$ cat config.mk
export PLATFORM = sky130hd
export DESIGN_NAME = cache_rd_arbiter_flat
export DESIGN_NICKNAME = d
export VERILOG_FILES = /design/src/rtl/cache_rd_arbiter_pkg.sv /design/src/rtl/cache_rd_arbiter_if.sv /design/src/rtl/cache_rd_arbiter_line_assembler.sv /design/src/rtl/cache_rd_arbiter.sv /design/src/flat_wrapper.sv
export SDC_FILE = /design/constraint.sdc
export NUM_CORES = 1
export LEC_CHECK = 0
export ABC_CLOCK_PERIOD_IN_PS = 3140
export CAP_MARGIN = 20
export CORE_AREA = 2 2 264 266
export CTS_CLUSTER_SIZE = 20
export DETAILED_ROUTE_END_ITERATION = 12
export DIE_AREA = 0 0 266 268
export GPL_TIMING_DRIVEN = 0
export REMOVE_ABC_BUFFERS = 1
export SLEW_MARGIN = 20
export SYNTH_ARGS = -nofsm -noshare
export SYNTH_HDL_FRONTEND = slang
export SYNTH_HIERARCHICAL = 1
export SYNTH_SLANG_ARGS = --single-unit
$ cat constraint.sdc
create_clock -name clk -period 3.14 [get_ports clk]
set_clock_uncertainty 0.2 [all_clocks]
set_input_delay 0.942 -clock clk [delete_from_list [all_inputs] [get_ports clk]]
set_output_delay 0.942 -clock clk [all_outputs]
set_load 0.05 [all_outputs]
$ cat src/rtl/cache_rd_arbiter_pkg.sv
// Shared cache-refill definitions: FSM states, AXI read constants, line-bus width.
// No logic; imported by the arbiter, its line assembler and the AXI read interface users.
// CACHE_LINE_BUS matches the WayBus line width used by the cache data arrays.
`ifndef CACHE_RD_ARBITER_PKG_SV
`define CACHE_RD_ARBITER_PKG_SV

`define CACHE_LINE_BUS(words) [32*(words)-1:0]

package cache_rd_arbiter_pkg;

    typedef enum logic [1:0] {
        ST_IDLE = 2'd0,
        ST_ADDR = 2'd1,
        ST_DATA = 2'd2,
        ST_DONE = 2'd3
    } arb_state_e;

    typedef enum logic {
        OWN_IC = 1'b0,
        OWN_DC = 1'b1
    } owner_e;

    localparam logic [3:0] ARID_IC        = 4'd0;
    localparam logic [3:0] ARID_DC        = 4'd1;
    localparam logic [2:0] AXI_SIZE_4B    = 3'b010;
    localparam logic [1:0] AXI_BURST_INCR = 2'b01;

    function automatic logic [3:0] owner_arid(input owner_e owner);
        return (owner == OWN_DC) ? ARID_DC : ARID_IC;
    endfunction

endpackage

`endif

$ cat src/rtl/cache_rd_arbiter_if.sv
// Cache-side AXI read channel (AR + R); master = arbiter, slave = AXI bridge.
// Pure wiring, no latency.
// Standard valid/ready on both AR and R.
interface cache_rd_arbiter_if #(
    parameter int ADDR_W = 32
);
    logic [3:0]        arid;
    logic [ADDR_W-1:0] araddr;
    logic [7:0]        arlen;
    logic [2:0]        arsize;
    logic [1:0]        arburst;
    logic              arvalid;
    logic              arready;
    logic [3:0]        rid;
    logic [31:0]       rdata;
    logic [1:0]        rresp;
    logic              rlast;
    logic              rvalid;
    logic              rready;

    modport master (
        output arid, araddr, arlen, arsize, arburst, arvalid, rready,
        input  arready, rid, rdata, rresp, rlast, rvalid
    );

    modport slave (
        input  arid, araddr, arlen, arsize, arburst, arvalid, rready,
        output arready, rid, rdata, rresp, rlast, rvalid
    );
endinterface

$ cat src/rtl/cache_rd_arbiter_line_assembler.sv
// Beat counter plus line buffer: each write lands in word cnt, cnt wraps modulo LINE_WORDS.
// Write visible on line_o the cycle after we_i; clear has priority over write.
// No backpressure; the caller gates we_i with the R handshake.
module cache_line_assembler
    import cache_rd_arbiter_pkg::*;
#(
    parameter int LINE_WORDS = 8
) (
    input  logic                             clk,
    input  logic                             rst,
    input  logic                             clr_i,
    input  logic                             we_i,
    input  logic [31:0]                      wdata_i,
    output logic `CACHE_LINE_BUS(LINE_WORDS) line_o
);
    localparam int CNT_W = $clog2(LINE_WORDS);

    logic [CNT_W-1:0]             cnt_q, cnt_d;
    logic [LINE_WORDS-1:0][31:0]  line_q, line_d;

    always_comb begin
        cnt_d  = cnt_q;
        line_d = line_q;
        if (clr_i) begin
            cnt_d  = '0;
            line_d = '0;
        end else if (we_i) begin
            line_d[cnt_q] = wdata_i;
            // Power-of-two depth: natural overflow gives the modulo wrap.
            cnt_d         = cnt_q + 1'b1;
        end
    end

    always_ff @(posedge clk) begin
        if (rst) begin
            cnt_q  <= '0;
            line_q <= '0;
        end else begin
            cnt_q  <= cnt_d;
            line_q <= line_d;
        end
    end

    assign line_o = line_q;
endmodule

$ cat src/rtl/cache_rd_arbiter.sv
// Shares one AXI read channel between icache and dcache refills; CACHE_ARB_RR_EN selects round-robin.
// Latency: grant->arvalid 1 cycle; rlast beat->rend 1 cycle; rend->next arvalid 2 cycles.
// Backpressure: ar* held until arready; rready high for the whole data phase.
module cache_rd_arbiter
    import cache_rd_arbiter_pkg::*;
#(
    parameter int LINE_WORDS = 8,
    parameter int ADDR_W     = 32,
    parameter int OFFS_W     = 5
) (
    input  logic                             clk,
    input  logic                             rst,
    input  logic                             ic_rreq_i,
    input  logic                             ic_uncached_i,
    input  logic [ADDR_W-1:0]                ic_raddr_i,
    output logic                             ic_rend_o,
    output logic `CACHE_LINE_BUS(LINE_WORDS) ic_rdata_o,
    input  logic                             dc_rreq_i,
    input  logic                             dc_uncached_i,
    input  logic [ADDR_W-1:0]                dc_raddr_i,
    output logic                             dc_rend_o,
    output logic `CACHE_LINE_BUS(LINE_WORDS) dc_rdata_o,
    cache_rd_arbiter_if.master               axi
);
    typedef struct packed {
        logic              uncached;
        logic [ADDR_W-1:0] addr;
    } req_t;

    arb_state_e        state_q, state_d;
    owner_e            owner_q, owner_d;
    logic [ADDR_W-1:0] araddr_q, araddr_d;
    logic [7:0]        arlen_q, arlen_d;
    logic [3:0]        arid_q, arid_d;
    logic              arvalid_q, arvalid_d;
    logic              rready_q, rready_d;
    logic              ic_rend_q, ic_rend_d;
    logic              dc_rend_q, dc_rend_d;

    req_t              sel_req;
    logic              pick_dc;
    owner_e            pick_owner;
    logic              asm_clr;
    logic              asm_we;
    logic `CACHE_LINE_BUS(LINE_WORDS) line;
    logic              unused_axi;

`ifdef CACHE_ARB_RR_EN
    owner_e            last_owner_q, last_owner_d;

    // On contention the requester that did not win last time goes first.
    assign pick_dc = dc_rreq_i && (!ic_rreq_i || (last_owner_q == OWN_IC));
`else
    assign pick_dc = dc_rreq_i;
`endif

    assign pick_owner       = pick_dc ? OWN_DC : OWN_IC;
    assign sel_req.uncached = pick_dc ? dc_uncached_i : ic_uncached_i;
    assign sel_req.addr     = pick_dc ? dc_raddr_i : ic_raddr_i;

    always_comb begin
        state_d   = state_q;
        owner_d   = owner_q;
        araddr_d  = araddr_q;
        arlen_d   = arlen_q;
        arid_d    = arid_q;
        arvalid_d = arvalid_q;
        rready_d  = rready_q;
        ic_rend_d = 1'b0;
        dc_rend_d = 1'b0;
        asm_clr   = 1'b0;
        asm_we    = 1'b0;
`ifdef CACHE_ARB_RR_EN
        last_owner_d = last_owner_q;
`endif
        case (state_q)
            ST_IDLE: begin
                if (ic_rreq_i || dc_rreq_i) begin
                    owner_d   = pick_owner;
                    arid_d    = owner_arid(pick_owner);
                    arvalid_d = 1'b1;
                    asm_clr   = 1'b1;
                    state_d   = ST_ADDR;
                    if (sel_req.uncached) begin
                        araddr_d = sel_req.addr;
                        arlen_d  = 8'd0;
                    end else begin
                        araddr_d = {sel_req.addr[ADDR_W-1:OFFS_W], {OFFS_W{1'b0}}};
                        arlen_d  = 8'(LINE_WORDS - 1);
                    end
`ifdef CACHE_ARB_RR_EN
                    last_owner_d = pick_owner;
`endif
                end
            end
            ST_ADDR: begin
                if (axi.arready) begin
                    arvalid_d = 1'b0;
                    rready_d  = 1'b1;
                    state_d   = ST_DATA;
                end
            end
            ST_DATA: begin
                asm_we = axi.rvalid && rready_q;
                // rlast alone ends the burst; the beat count never does.
                if (axi.rvalid && axi.rlast) begin
                    rready_d  = 1'b0;
                    state_d   = ST_DONE;
                    ic_rend_d = (owner_q == OWN_IC);
                    dc_rend_d = (owner_q == OWN_DC);
                end
            end
            ST_DONE: begin
                state_d = ST_IDLE;
            end
            default: begin
                state_d = ST_IDLE;
            end
        endcase
    end

    always_ff @(posedge clk) begin
        if (rst) begin
            state_q   <= ST_IDLE;
            owner_q   <= OWN_IC;
            araddr_q  <= '0;
            arlen_q   <= '0;
            arid_q    <= '0;
            arvalid_q <= 1'b0;
            rready_q  <= 1'b0;
            ic_rend_q <= 1'b0;
            dc_rend_q <= 1'b0;
`ifdef CACHE_ARB_RR_EN
            last_owner_q <= OWN_IC;
`endif
        end else begin
            state_q   <= state_d;
            owner_q   <= owner_d;
            araddr_q  <= araddr_d;
            arlen_q   <= arlen_d;
            arid_q    <= arid_d;
            arvalid_q <= arvalid_d;
            rready_q  <= rready_d;
            ic_rend_q <= ic_rend_d;
            dc_rend_q <= dc_rend_d;
`ifdef CACHE_ARB_RR_EN
            last_owner_q <= last_owner_d;
`endif
        end
    end

    cache_line_assembler #(
        .LINE_WORDS (LINE_WORDS)
    ) u_line_asm (
        .clk     (clk),
        .rst     (rst),
        .clr_i   (asm_clr),
        .we_i    (asm_we),
        .wdata_i (axi.rdata),
        .line_o  (line)
    );

    assign axi.arid    = arid_q;
    assign axi.araddr  = araddr_q;
    assign axi.arlen   = arlen_q;
    assign axi.arsize  = AXI_SIZE_4B;
    assign axi.arburst = AXI_BURST_INCR;
    assign axi.arvalid = arvalid_q;
    assign axi.rready  = rready_q;

    assign ic_rend_o  = ic_rend_q;
    assign dc_rend_o  = dc_rend_q;
    assign ic_rdata_o = line;
    assign dc_rdata_o = line;

    // rid and rresp are deliberately not interpreted.
    assign unused_axi = ^{axi.rid, axi.rresp};
endmodule

$ cat src/flat_wrapper.sv
// flat-port wrapper written by rule: the top's interface ports become plain ports
module cache_rd_arbiter_flat import cache_rd_arbiter_pkg::*;
#(
    parameter int LINE_WORDS = 8,
    parameter int ADDR_W     = 32,
    parameter int OFFS_W     = 5
)
  (clk, rst, ic_rreq_i, ic_uncached_i, ic_raddr_i, ic_rend_o, ic_rdata_o, dc_rreq_i, dc_uncached_i, dc_raddr_i, dc_rend_o, dc_rdata_o, axi_arid, axi_araddr, axi_arlen, axi_arsize, axi_arburst, axi_arvalid, axi_rready, axi_arready, axi_rid, axi_rdata, axi_rresp, axi_rlast, axi_rvalid);
  cache_rd_arbiter_if #(.ADDR_W(ADDR_W)) axi_i ();
  input  logic clk;
  input  logic rst;
  input  logic ic_rreq_i;
  input  logic ic_uncached_i;
  input  logic [ADDR_W-1:0] ic_raddr_i;
  output logic ic_rend_o;
  output logic `CACHE_LINE_BUS(LINE_WORDS) ic_rdata_o;
  input  logic dc_rreq_i;
  input  logic dc_uncached_i;
  input  logic [ADDR_W-1:0] dc_raddr_i;
  output logic dc_rend_o;
  output logic `CACHE_LINE_BUS(LINE_WORDS) dc_rdata_o;
  output wire logic [$bits(axi_i.arid)-1:0] axi_arid;
  output wire logic [$bits(axi_i.araddr)-1:0] axi_araddr;
  output wire logic [$bits(axi_i.arlen)-1:0] axi_arlen;
  output wire logic [$bits(axi_i.arsize)-1:0] axi_arsize;
  output wire logic [$bits(axi_i.arburst)-1:0] axi_arburst;
  output wire logic [$bits(axi_i.arvalid)-1:0] axi_arvalid;
  output wire logic [$bits(axi_i.rready)-1:0] axi_rready;
  input wire logic [$bits(axi_i.arready)-1:0] axi_arready;
  input wire logic [$bits(axi_i.rid)-1:0] axi_rid;
  input wire logic [$bits(axi_i.rdata)-1:0] axi_rdata;
  input wire logic [$bits(axi_i.rresp)-1:0] axi_rresp;
  input wire logic [$bits(axi_i.rlast)-1:0] axi_rlast;
  input wire logic [$bits(axi_i.rvalid)-1:0] axi_rvalid;
  assign axi_arid = axi_i.arid;
  assign axi_araddr = axi_i.araddr;
  assign axi_arlen = axi_i.arlen;
  assign axi_arsize = axi_i.arsize;
  assign axi_arburst = axi_i.arburst;
  assign axi_arvalid = axi_i.arvalid;
  assign axi_rready = axi_i.rready;
  assign axi_i.arready = axi_arready;
  assign axi_i.rid = axi_rid;
  assign axi_i.rdata = axi_rdata;
  assign axi_i.rresp = axi_rresp;
  assign axi_i.rlast = axi_rlast;
  assign axi_i.rvalid = axi_rvalid;
  cache_rd_arbiter #(.LINE_WORDS(LINE_WORDS), .ADDR_W(ADDR_W), .OFFS_W(OFFS_W)) u_core (.clk(clk), .rst(rst), .ic_rreq_i(ic_rreq_i), .ic_uncached_i(ic_uncached_i), .ic_raddr_i(ic_raddr_i), .ic_rend_o(ic_rend_o), .ic_rdata_o(ic_rdata_o), .dc_rreq_i(dc_rreq_i), .dc_uncached_i(dc_uncached_i), .dc_raddr_i(dc_raddr_i), .dc_rend_o(dc_rend_o), .dc_rdata_o(dc_rdata_o), .axi(axi_i));
endmodule
# Word-level counts from Yosys, hierarchy flattened
# Cells that the tools add are included.
word_totals:
  ff_bits: 310
  input_bits: 111
  out_inout_bits: 565
  elab_cells: 65
classes:
  n_addsub: 1
  magnitude_cmp: 2
  eq_ne: 6
  muxes: 22
  n_bitwise: 3
  reduce_logical: 13
op_table:
  columns: ["operator", "count"]
  rows:
  - ["bitwise mux 256 bit", 1]
  - ["demux 32 bit (select 3 bit)", 1]
  - ["two-way mux 32 bit", 2]
  - ["two-way mux 1 bit", 10]
  - ["AND reduction 3 bit", 3]
  - ["one-hot mux 2 bit (4 select lines)", 1]
  - ["two-way mux 2 bit", 3]
  - ["two-way mux 5 bit", 1]
  - ["== test 2 bit, second input constant", 2]
  - ["less-than comparator 3 x 4 -> 1 bit, second input constant", 1]
  - ["inequality test 2 x 1 -> 1 bit, second input constant", 2]
  - ["one-hot mux 1 bit (2 select lines)", 2]
  - ["nonzero test 2 bit", 2]
  - ["adder 3 x 1 -> 3 bit, second input constant", 1]
  - [">= comparator 3 x 1 -> 1 bit, second input constant", 1]
  - ["logical AND 1 bit", 3]
  - ["two-way mux 3 bit", 1]
  - ["inverter 1 bit", 3]
  - ["OR reduction 3 bit", 1]
  - ["== test 2 x 1 -> 1 bit, second input constant", 1]
  - ["logical NOT 2 bit", 1]
  - ["inequality test 2 bit, second input constant", 1]
  - ["AND reduction 2 bit", 1]
  - ["OR reduction 2 bit", 1]
  - ["logical OR 1 bit", 1]

# Logic depth before layout (Yosys ltp)
depth:
  depth_word: 5
  depth_mapped: 11
  ltp_nobuf: 5

# Cells and area by module
# The synthesis kept the hierarchy.
modules_own_cells:
  columns: ["mod", "n_inst", "cells_per_inst", "area_per_inst_um2", "seq_area_each_um2"]
  rows:
  - ["cache_line_assembler", 1, 950, 11006.8, 5185.0]
  - ["cache_rd_arbiter", 1, 459, 3881.2, 800.8]

# Worst setup path after synthesis
# OpenSTA, ideal clock, no wires.
synth_path:
  kind: "in2reg"
  start: "in dc_rreq_i"
  end: "reg u_core.u_line_asm.line_q, in the netlist u_core/u_line_asm/line_o[192]"
  setup_time_ns: 0.072
  arrival_time_ns: 2.502
  t_required_ns: 2.868
  slack_ns: 0.366
  path_stages: 9
  n_path_buf: 6
  cell_sequence: "o21a_1 -> buf_4 -> buf_2 -> buf_2 -> buf_6 -> buf_2 -> clkbuf_1 -> or3b_1 -> mux2i_1"
synth_via:
  elab_chain_len: 4
synth_lines:
  columns: ["element", "line", "text"]
  rows:
  - ["start: declaration", "flat_wrapper.sv:17", "input logic dc_rreq_i;"]
  - ["logical OR 1 bit", "cache_rd_arbiter.sv:78", "if (ic_rreq_i || dc_rreq_i) begin"]
  - ["two-way mux 1 bit", "cache_rd_arbiter.sv:78", null]
  - ["two-way mux 1 bit", "cache_rd_arbiter.sv:76", "case (state_q)"]
  - ["via u_core.asm_clr", "cache_rd_arbiter.sv:43", "logic asm_clr;"]
  - ["OR reduction 2 bit (no source line)", null, null]
  - ["end signal: assignment", "cache_rd_arbiter_line_assembler.sv:40", "line_q <= line_d;"]
  - ["end: declaration", "cache_rd_arbiter_line_assembler.sv:19", "logic [LINE_WORDS-1:0][31:0] line_q, line_d;"]
# The timed path passes the listed nets, and every way through them passes these cells.
# A chain may end at the register's enable or synchronous reset.

# Final worst setup path
layout_path:
  start: "reg u_core.u_line_asm.line_q, in the netlist u_core/u_line_asm/line_o[142]"
  end: "out dc_rdata_o[142] in the netlist's numbering"
layout_rtl:
  columns: ["element", "line", "text"]
  rows:
  - ["end: declaration", "flat_wrapper.sv:21", "output logic `CACHE_LINE_BUS(LINE_WORDS) dc_rdata_o;"]
# No word-level cell between the ends.

==> impl.org <==
** Job
- Reported max-cap violation count :: 0

** Clocking
- At the later pin of the worst-skew pair, clock insertion delay measures around 0.53 ns.
- Maximum clock path buffer count :: 3
- The H-tree generated during clock tree synthesis spans 2 levels.
- For this design, the CTS-stage hold fixing added 0 buffers.
- Counting the buffers created by CTS gives 35.
- Clock-pin slew on the worst setup and hold paths :: roughly 0.060 ns
- The clock net in this run drives a total of around 300 sinks.
- Clock tree synthesis selected as its root buffer the cell clkbuf_16.
- TritonCTS built the clock tree.

** Place
- The congestion estimate from routability-driven global placement came to about 0.76.
- Worst slack, placed :: -1.137 ns
- After legalization and detailed placement, the total HPWL measured ~36000 um.
- Placed cell count :: 2583
- PortBufs :: roughly 660

** Routing
- DR pass1 iterations :: 4
- Post-detailed-route DRC marker count :: 0
- Summed over all layers, the routed wires come to between 40000 and 50000 um.
- After detailed routing, the number of vias per cell comes to 4.176.
- Number of design-rule violations left by the first detailed-router iteration :: between 500 and 600
- The detailed router placed between 10k and 15k vias in this run.
- DR WL/cell :: ~18 um
- Antenna-violating nets left :: 0

** Worst hold path
- Hold Crit Class :: reg2reg

** Synthesis
- The synthesized design contains 299 register bits.
- The largest total area in the synthesized netlist belongs to dfxtp_1.
- Leading post-synthesis cells by instance count :: dfxtp_1, mux2i_1, buf_4
- Most used standard cell by instance count after synthesis :: dfxtp_1
- In the synthesized netlist the async set-or-reset flop fraction comes to 0%.
- Cell area after technology mapping :: 14890 um^2
- The Yosys step of the flow raised 6 warnings.
- Synthesis produced 1409 cells.
- Main flop type after synthesis :: dfxtp_1
- Of the synthesized area, sequential elements account for 40.21%.
- Post-Syn Area per Cell :: 10.57 um^2
- Number of distinct standard cells referenced by the synthesized netlist :: 40
- Ranked by total cell area, the synthesized netlist is headed by dfxtp_1, mux2i_1, buf_4, or3b_1, or3b_2.
- Area fraction of the dominant cell type after synthesis :: just over 40%
- The synthesized design contains 0 enable-type register cells.

** STA
- Relative slew margins :: 54.34%
- Total of endpoints with negative setup slack in the final report :: 0
- After routing, the total negative slack on setup checks comes to 0 ns.
- Number of hold violations in the final report :: 0
- Clock period minus worst slack :: a little over 3 ns
- Number of max-slew violations in the final report :: 0
- Setup repair after global routing left no endpoint under its margin.
- Derived from the worst setup path, the maximum achievable clock frequency is 331.4 MHz.
- Final setup slack of the worst path :: about 0.12 ns
- For the pin with the worst max-slew slack, the measured transition is between 0.6 and 0.7 ns.
- Share of the clock period used by the worst path after layout :: just under 100%
- On the final layout, the worst hold slack is 0.2791 ns.

** Worst setup path
- The worst setup path is launched from a register.
- Total stage count of the critical path :: 1
- Worst Setup EP :: dc_rdata_o[142]
- The number of buffers and inverters on the critical path is 1.
- For the worst setup path, the data arrival time is ~1.9 ns.
- Launch point of the worst reg-to-reg path :: u_core/state_q[0]
- At the worst endpoint, the required time is ~2.0 ns.
- The endpoint identified for the worst register-to-register timing path is u_core/u_line_asm/line_o[4].
- Across all register-to-register paths, the minimum setup slack is 0.35 ns.
- On the critical path, the stage with the largest delay is an instance of clkdlybuf4s50_1.
- STA classifies the critical path endpoint as an output pin.
- Peak fanout along the critical path :: 3
- Critical setup path kind :: reg2out
- The critical path starts at u_core/u_line_asm/line_o[142].
- Worst reg-to-reg path cell count :: 10
- Worst path top cell family by delay :: buffers and inverters
- In this design, the stage delay of the slowest critical-path cell is ~0.86 ns.
- Sequence of cells on the critical path :: clkdlybuf4s50_1

** Global routing
- Entering global routing, the biggest net connects ~160 pins.
- Wire length of the first global-routing pass :: 70450 um
- The via count of the first global-routing pass is between 10k and 15k.
- After global routing the overflow that remains totals 0.
- Gr usage total :: about an eighth
- Antenna violations before repair :: 0

** Floorplanning
- Horizontal extent of the die :: roughly 270 um
- Number of I/O pins :: between 600 and 700
- Once the floorplan was initialized, standard cells occupied between 20% and 30% of the core.
- Overall die height :: around 270 um
- After floorplanning, the core was sized to cover 68230 um^2.
- The floorplan has 96 rows.
- The floorplan step defined a die boundary enclosing 71290 um^2.

** Power and ir drop
- Logic gate share of total power :: 25.2%
- The clock network burns a little under two fifths of the power.
- IR analysis of the VDD net gives a maximum drop of 322.9 uV.
- Sequential cells account for a little under two fifths of the total power.
- Switching power :: 3.554 mW
- Dividing total power by cell area gives a power density of about 500 nW/um^2.
- Internal power :: approximately 7.2 mW
- Static Leak :: between 8 and 9 nW
- Sw Share :: roughly a third
- PnR Total Power :: ~11 mW

** Finish
- Relative to the synthesized area, the layout overhead comes to 45.71%.
- Antenna diode count :: 0
- The layout has between 6k and 7k filler cells.
- For this run, the post-layout net count is 1857.
- Cells with a size suffix above 1 make up under 10% of the layout.
- Post-route non-filler standard cell count :: approximately 2.6k

** Outcome
- The run finished with clean final reports.
==> cell families after synthesis <==
group / after synthesis / synth area share, %
fa+ha+maj: 6 / 0.5042
compound gates: 47 / 2.378
other cells: 2 / 0.05044
simple gates: 347 / 19.08
xor+xnor: 1 / 0.05884
buf+inv: 417 / 18.19
flops: 299 / 40.21
mux: 290 / 19.54
==> sequential cells by signal, summed over array words and instances (netlist names) <==
name	count
u_core/u_line_asm/line_o	256
u_core/axi.araddr	32
u_core/u_line_asm/cnt_q	3
u_core/state_q	2
u_core/axi.arid	1
u_core/axi.arlen	1
u_core/axi.arvalid	1
u_core/axi.rready	1
u_core/dc_rend_o	1
u_core/ic_rend_o	1
==> what timing repair did <==
item,4_1_cts,5_1_grt
endpoints found under the setup margin,13,4
setup buffers,2,0
pin swaps,0,0
gates resized for setup,2,1
==> routing by layer <==
layer,track usage [%],part of all wire [%],routed length [um]
met5,0,0,0
met4,4.282,2.7,1319
met3,2.208,4.5,2192
met2,23.00,51,24530
met1,15.47,42,20390
==> worst min path at each step <==
| stage | from | slack, ns | endpoint | cells after the start |
|---|---|---|---|---|
| 2_1_floorplan | u_core/state_q[1] | 0.28 | u_core/state_q[1] | 2 |
| 3_3_place_gp | u_core/axi.araddr[2] | 0.27 | u_core/axi.araddr[2] | 1 |
| 3_5_place_dp | u_core/axi.araddr[2] | 0.26 | u_core/axi.araddr[2] | 1 |
| 4_1_cts | u_core/axi.arvalid | 0.28 | u_core/axi.arvalid | 2 |
| 5_1_grt | u_core/axi.arvalid | 0.30 | u_core/axi.arvalid | 2 |
| 6_report | u_core/axi.arvalid | 0.28 | u_core/axi.arvalid | 2 |
==> stage by stage <==
step                utilization [%]  cell area [um^2]
floorplan                         -             12230
global placement              29.17             19900
detailed placement            30.12             20550
CTS                           31.79             21690
global route                  31.80             21690
finish                        31.80             21690
==> power groups by stage <==
stage          logic, mW  clock network, mW  registers (mW)
2_1_floorplan      0.789                  0            4.57
3_3_place_gp        1.56                  0            4.04
3_5_place_dp        2.73                  0            4.13
4_1_cts             2.74               4.13            4.05
5_1_grt             2.92               4.28            4.07
6_report            2.72               4.00            4.05
==> layout make-up <==
type,instances,area [um^2],area share (%)
Timing Repair Buffer,697,7161,33.01
Clock inverter,5,56.30,0.2595
Sequential cell,299,5986,27.59
Inverter,3,11.26,0.05191
Multi-Input combinational cell,704,6316,29.12
Tap cell,882,1104,5.087
Clock buffer,54,1060,4.885
==> cells in the final DEF, fill, tap and decap left out, types with 6 or more instances in the layout <==
cell,netlist,layout
clkbuf_8,0,7
clkdlybuf4s50_1,0,654
a211oi_1,28,28
clkbuf_1,82,10
or3b_2,59,59
or3b_1,229,229
dfxtp_1,299,299
mux2i_1,285,285
buf_16,0,7
nor2_1,33,33
buf_6,5,19
clkbuf_16,0,37
ha_1,6,6
conb_1,2,13
(Power assumes the default switching activity.)
